==> config.mk <==
export PLATFORM = sky130hd
export DESIGN_NAME = dmem_arbiter
export DESIGN_NICKNAME = d
export VERILOG_FILES = /design/src/rtl/dmem_pkg.sv /design/src/rtl/dmem_load_fmt.sv /design/src/rtl/dmem_arbiter.sv
export SDC_FILE = /design/constraint.sdc
export NUM_CORES = 1
export LEC_CHECK = 0
export BUFFER_PORTS_ARGS = -buffer_cell sky130_fd_sc_hd__buf_2
export CORE_AREA = 2 2 95 97
export DETAILED_ROUTE_END_ITERATION = 6
export DIE_AREA = 0 0 97 99
export PLACE_DENSITY = 0.75
export SLEW_MARGIN = 40
export SYNTH_ARGS = -nofsm -noshare
export SYNTH_HDL_FRONTEND = slang
export SYNTH_SLANG_ARGS = --single-unit
==> constraint.sdc <==
create_clock -name clk -period 2 [get_ports clk]
set_input_delay 0.1 -clock clk [delete_from_list [all_inputs] [get_ports clk]]
set_output_delay 0.1 -clock clk [all_outputs]
set_load 0.01 [all_outputs]
==> src/rtl/dmem_pkg.sv <==
// rtl/dmem_pkg.sv - shared encodings, FSM state type and misalignment helper for dmem_arbiter
package dmem_pkg;

  localparam int DMEM_ADDR_W = 10;

  localparam logic [1:0] SZ_WORD = 2'd0;
  localparam logic [1:0] SZ_HALF = 2'd1;
  localparam logic [1:0] SZ_BYTE = 2'd2;

  typedef enum logic [1:0] {
    ST_IDLE     = 2'd0,
    ST_ISSUE    = 2'd1,
    ST_COMPLETE = 2'd2
  } arb_state_e;

  function automatic logic misaligned(input logic [1:0] size, input logic [1:0] addr_lo);
    case (size)
      SZ_HALF: misaligned = addr_lo[0];
      SZ_BYTE: misaligned = 1'b0;
      default: misaligned = (addr_lo != 2'b00);
    endcase
  endfunction

endpackage

==> src/rtl/dmem_load_fmt.sv <==
// rtl/dmem_load_fmt.sv - extracts the low byte/half/word of a read word and sign- or zero-extends it
module dmem_load_fmt
  import dmem_pkg::*;
(
  input  logic [31:0] word_i,
  input  logic [1:0]  size_i,
  input  logic        uns_i,
  output logic [31:0] data_o
);

  logic sign_b;
  logic sign_h;

  assign sign_b = ~uns_i & word_i[7];
  assign sign_h = ~uns_i & word_i[15];

  always_comb begin
    case (size_i)
      SZ_BYTE: data_o = {{24{sign_b}}, word_i[7:0]};
      SZ_HALF: data_o = {{16{sign_h}}, word_i[15:0]};
      default: data_o = word_i;
    endcase
  end

endmodule

==> src/rtl/dmem_arbiter.sv <==
// rtl/dmem_arbiter.sv - round-robin two-port arbiter and access sequencer for the data memory
// Optional misalignment check enabled by defining DMEM_ARB_ALIGN_CHECK_EN.
module dmem_arbiter
  import dmem_pkg::*;
#(
  parameter int ADDR_W = DMEM_ADDR_W
) (
  input  logic              clk,
  input  logic              rst,
  input  logic              p0_req,
  input  logic              p0_we,
  input  logic [ADDR_W-1:0] p0_addr,
  input  logic [31:0]       p0_wdata,
  input  logic [1:0]        p0_size,
  input  logic              p0_uns,
  output logic              p0_done,
  output logic [31:0]       p0_rdata,
  output logic              p0_err,
  input  logic              p1_req,
  input  logic              p1_we,
  input  logic [ADDR_W-1:0] p1_addr,
  input  logic [31:0]       p1_wdata,
  input  logic [1:0]        p1_size,
  input  logic              p1_uns,
  output logic              p1_done,
  output logic [31:0]       p1_rdata,
  output logic              p1_err,
  output logic [ADDR_W-1:0] mem_addr,
  output logic [31:0]       mem_wdata,
  output logic              mem_read,
  output logic              mem_write,
  output logic [1:0]        mem_size,
  input  logic [31:0]       mem_rdata
);

  arb_state_e        state_q;
  logic              last_q;
  logic              win_q;
  logic              we_q;
  logic              uns_q;
  logic              bad_q;
  logic [ADDR_W-1:0] addr_q;
  logic [31:0]       wdata_q;
  logic [1:0]        size_q;
  logic              read_q;
  logic              write_q;
  logic [1:0]        done_q;
  logic [1:0]        err_q;

  logic              win_d;
  logic              we_d;
  logic              uns_d;
  logic              bad_d;
  logic [ADDR_W-1:0] addr_d;
  logic [31:0]       wdata_d;
  logic [1:0]        size_raw;
  logic [1:0]        size_d;
  logic [31:0]       fmt_data;

  // On a tie the port that was not granted last time wins.
  always_comb begin
    if (p0_req && p1_req) begin
      win_d = ~last_q;
    end else begin
      win_d = p1_req;
    end
  end

  always_comb begin
    we_d     = win_d ? p1_we    : p0_we;
    uns_d    = win_d ? p1_uns   : p0_uns;
    addr_d   = win_d ? p1_addr  : p0_addr;
    wdata_d  = win_d ? p1_wdata : p0_wdata;
    size_raw = win_d ? p1_size  : p0_size;
    size_d   = (size_raw == 2'd3) ? SZ_WORD : size_raw;
  end

`ifdef DMEM_ARB_ALIGN_CHECK_EN
  assign bad_d = misaligned(size_d, addr_d[1:0]);
`else
  assign bad_d = 1'b0;
`endif

  always_ff @(posedge clk) begin
    if (rst) begin
      state_q <= ST_IDLE;
      last_q  <= 1'b1;
      win_q   <= 1'b0;
      we_q    <= 1'b0;
      uns_q   <= 1'b0;
      bad_q   <= 1'b0;
      addr_q  <= '0;
      wdata_q <= '0;
      size_q  <= '0;
      read_q  <= 1'b0;
      write_q <= 1'b0;
      done_q  <= '0;
      err_q   <= '0;
    end else begin
      read_q  <= 1'b0;
      write_q <= 1'b0;
      done_q  <= '0;
      err_q   <= '0;
      case (state_q)
        ST_IDLE: begin
          if (p0_req || p1_req) begin
            win_q   <= win_d;
            we_q    <= we_d;
            uns_q   <= uns_d;
            bad_q   <= bad_d;
            addr_q  <= addr_d;
            wdata_q <= wdata_d;
            size_q  <= size_d;
            // Strobes are registered so they are high for exactly the ISSUE cycle.
            read_q  <= ~we_d & ~bad_d;
            write_q <= we_d & ~bad_d;
            state_q <= ST_ISSUE;
          end
        end
        ST_ISSUE: begin
          done_q  <= win_q ? 2'b10 : 2'b01;
          err_q   <= win_q ? {bad_q, 1'b0} : {1'b0, bad_q};
          state_q <= ST_COMPLETE;
        end
        ST_COMPLETE: begin
          last_q  <= win_q;
          state_q <= ST_IDLE;
        end
        default: state_q <= ST_IDLE;
      endcase
    end
  end

  dmem_load_fmt u_load_fmt (
    .word_i (mem_rdata),
    .size_i (size_q),
    .uns_i  (uns_q),
    .data_o (fmt_data)
  );

  assign mem_addr  = addr_q;
  assign mem_wdata = wdata_q;
  assign mem_size  = size_q;
  assign mem_read  = read_q;
  assign mem_write = write_q;

  assign p0_done  = done_q[0];
  assign p1_done  = done_q[1];
  assign p0_err   = err_q[0];
  assign p1_err   = err_q[1];
  assign p0_rdata = (done_q[0] && !we_q && !bad_q) ? fmt_data : 32'd0;
  assign p1_rdata = (done_q[1] && !we_q && !bad_q) ? fmt_data : 32'd0;

endmodule

==> results.toml <==
[logic_synthesis]
ys_types = 33
ys_seq_elements = 54
syn_inst = 403
ys_seq_area_share_pct = 33.75
postSynthAreaPerCell_um2 = 7.948
synth_ff_type = "dfxtp_1"
synthArstFlopShare_pct = 0
synth_area_um2 = 3203
synth_edf_count = 0
ys_warn_count = 0

[detailed_routing]
first_pass_iters = 6
dr.first_iter.drc_count = 129
routedWlPerCell_um = 14.72
antenna_left = 0
drt-total-wl_um = 10710
vias = 3765
avgViaCountPerCell = 5.179
drc_errors = 0

[setup_path]
end_kind = "primary output"
path_class = "register to primary output"
critPathSlowestCell = "or3_4"
cp.arrival_ns = 1.79
worstPathRequired_ns = 1.90
r2r_setup_slack_ns = 0.48
critical_path.max_fanout = 32
r2r-start = "last_q$_SDFFE_PP1N_"
crit_path_start_kind = "register"
critPathMaxStageDelay_ns = 0.37
rr_worst_depth = 4
crit_family = "buffers and inverters"
r2r_end = "mem_addr[9]$_SDFFE_PP0P_"
cp.depth = 6
cp.buffers_inverters = 3
worstPathCellList = "inv_1, ha_4, or3_4, buf_12, a21oi_1, buf_2"

[sta]
period_share_pct = 94.75
fin_crit_ns = 1.895
worst_pin_slew_ns = 0.7136
fin_tns_setup_ns = 0
timing.fmax_mhz = 527.7
finalSetupViolCount = 0
clock-skew-final_ns = 0.01418
slew_violations = 0
hold_slack_ns = 0.06658
slew_headroom_pct = 52.42
rsz0062_at_grt = "false"
final-hold-violation-count = 0

[grt]
grt_pass1_vias = 3524
grt_max_degree = 35
grt_pass1_wl_um = 17040
antenna_found_initial = 0
overflow = 0
grt_usage_pct = 21.16

[die]
die_w_um = 97
row_count = 34
initial_core_util_pct = 37.46
die-area_um2 = 9603
die_height_um = 99
design.core.area_um2 = 8551
io-pin-count = 242

[worst_hold_path]
holdPathEnd = "mem_wdata[9]$_SDFFE_PP0P_"
hold_path.class = "input pin to register"
min_path_cells = 3
hp-start = "p1_wdata[9]"

[clock_network]
clkSinkCount = 54
h-tree-depth = 2
path_clk_slew_ns = 0.09
clk_latency_ns = 0.31
root_buffer = "clkbuf_8"
cts_hold_buf = 0
cts_buffers = 5
cts_tree = "built"
clockBufferDepth = 2

[placed_design]
io_buffers = 239
hpwl_um = 8315
place.gp.congestion = 0.9324

[pwr]
peakVddDrop_mv = 0.3196
leakagePower_nw = 2.302
powerDensity_nw_per_um2 = 625.2
p_total_mw = 2.871

[layout]
diodes = 0
drive_above_1_share_pct = 50.73
seqCellArea_um2 = 1084
final_nets = 749
synthToLayoutAreaGrowth_pct = 43.36
multi_input_area_um2 = 1919
fillCellCount = 832

[outcome]
status = "complete, no violations"

[job]
max_cap_violations = 0
layer usage:
| metal | vias up | part of all wire (%) | GRT usage, % |
|---|---|---|---|
| li1 | 1840 | - | - |
| met3 | 21 | 7.1 | 4.681 |
| met4 | 0 | 2.2 | 7.801 |
| met5 | - | 0 | 0 |
| met2 | 172 | 52 | 38.19 |
| met1 | 1732 | 39 | 24.54 |
cells by family after synthesis:
group	synth area share [%]
AND/OR/NAND/NOR	21.80
flip-flops	33.75
adder cells (fa/ha/maj)	0.7811
buffers and inverters	7.773
other	0.1171
AO/OA/AOI/OAI	35.47
multiplexers	0.3125
registers in the layout, summed over array words and instances, names as in the netlist:
signal,flops
mem_read,1
we_q,1
state_q,2
last_q,1
done_q,2
mem_addr,10
win_q,1
mem_size,2
mem_write,1
uns_q,1
mem_wdata,32
worst max path at each step:
| stage | start | to |
|---|---|---|
| 5_1_grt | mem_size[0]$_SDFFE_PP0P_ | p1_rdata[10] |
| 3_5_place_dp | mem_size[0]$_SDFFE_PP0P_ | p1_rdata[18] |
| 4_1_cts | mem_size[0]$_SDFFE_PP0P_ | p1_rdata[18] |
| 2_1_floorplan | mem_size[0]$_SDFFE_PP0P_ | p0_rdata[16] |
| 3_3_place_gp | mem_size[0]$_SDFFE_PP0P_ | p1_rdata[23] |
| 6_report | mem_size[0]$_SDFFE_PP0P_ | p1_rdata[18] |
worst reg2reg max path: cells and delay by family, from the launching register on:
| family | cells | cell delay (ns) |
|---|---|---|
| compound gates | 2 | 0.64 |
| buf+inv | 1 | 0.31 |
| flops | 1 | 0.39 |
| simple gates | 1 | 0.10 |
cell type report:
class                   instances  share of cell area [%]
clock buffers                   6                   1.580
clock inverters                 1                  0.1635
inverters                       2                  0.1635
multi-input cells             301                   41.80
flip-flops and latches         54                   23.60
well taps                     108                   2.943
repair buffers                255                   29.75
cell usage after synthesis (all sizes together) (2+ instances only):
cell    instances  share of area [%]
nand2b          2               0.39
and2           18                3.6
nor2           18                2.1
nand2         103                 12
a311oi         45                 20
nor3b           2               0.47
clkbuf         28                3.3
or2             2               0.39
buf            19                4.3
a21oi          86                 13
ha              2               0.78
dfxtp          54                 34
inv             2               0.23
nor2b           5               0.98
nand3b          4               0.94
a21boi          2               0.59
report_power, final:
part / leakage (nW) / total (mW) / switching [mW] / internal, mW
registers: 0.449 / 1.26 / 0.0694 / 1.19
logic: 1.82 / 1.02 / 0.582 / 0.442
clock network: 0.0373 / 0.583 / 0.342 / 0.241
total: 2.30 / 2.87 / 0.993 / 1.88
placed cells by master, fill, tap and decap left out, types with 4 or more instances in the layout:
master,count
buf_2,239
nand2_1,103
a21oi_1,85
dfxtp_1,52
a311oi_2,39
nor2_1,17
and2_1,17
buf_4,12
a311oi_1,6
nor2b_1,5
clkbuf_8,5
nand3b_1,4
buf_12,4
what timing repair did:
| action | in CTS | in global routing |
|---|---|---|
| setup endpoints to repair | 38 | 16 |
| buffers inserted | 0 | 1 |
| pin swaps | 0 | 1 |
| resized for setup | 6 | 3 |
| gates cloned | 0 | 0 |
metrics by stage:
step | utilization, % | instances | cell area, µm² | worst slack (ns)
6_report | 53.70 | 727 | 4592 | 0.1050
5_1_grt | 53.70 | 727 | 4592 | 0.009838
4_1_cts | 53.48 | 726 | 4573 | 0.06012
3_5_place_dp | 52.18 | 719 | 4462 | 0.2409
3_3_place_gp | 52.18 | 719 | 4462 | 0.3264
2_1_floorplan | - | 404 | 3207 | 0.1737
(Power assumes the default switching activity.)
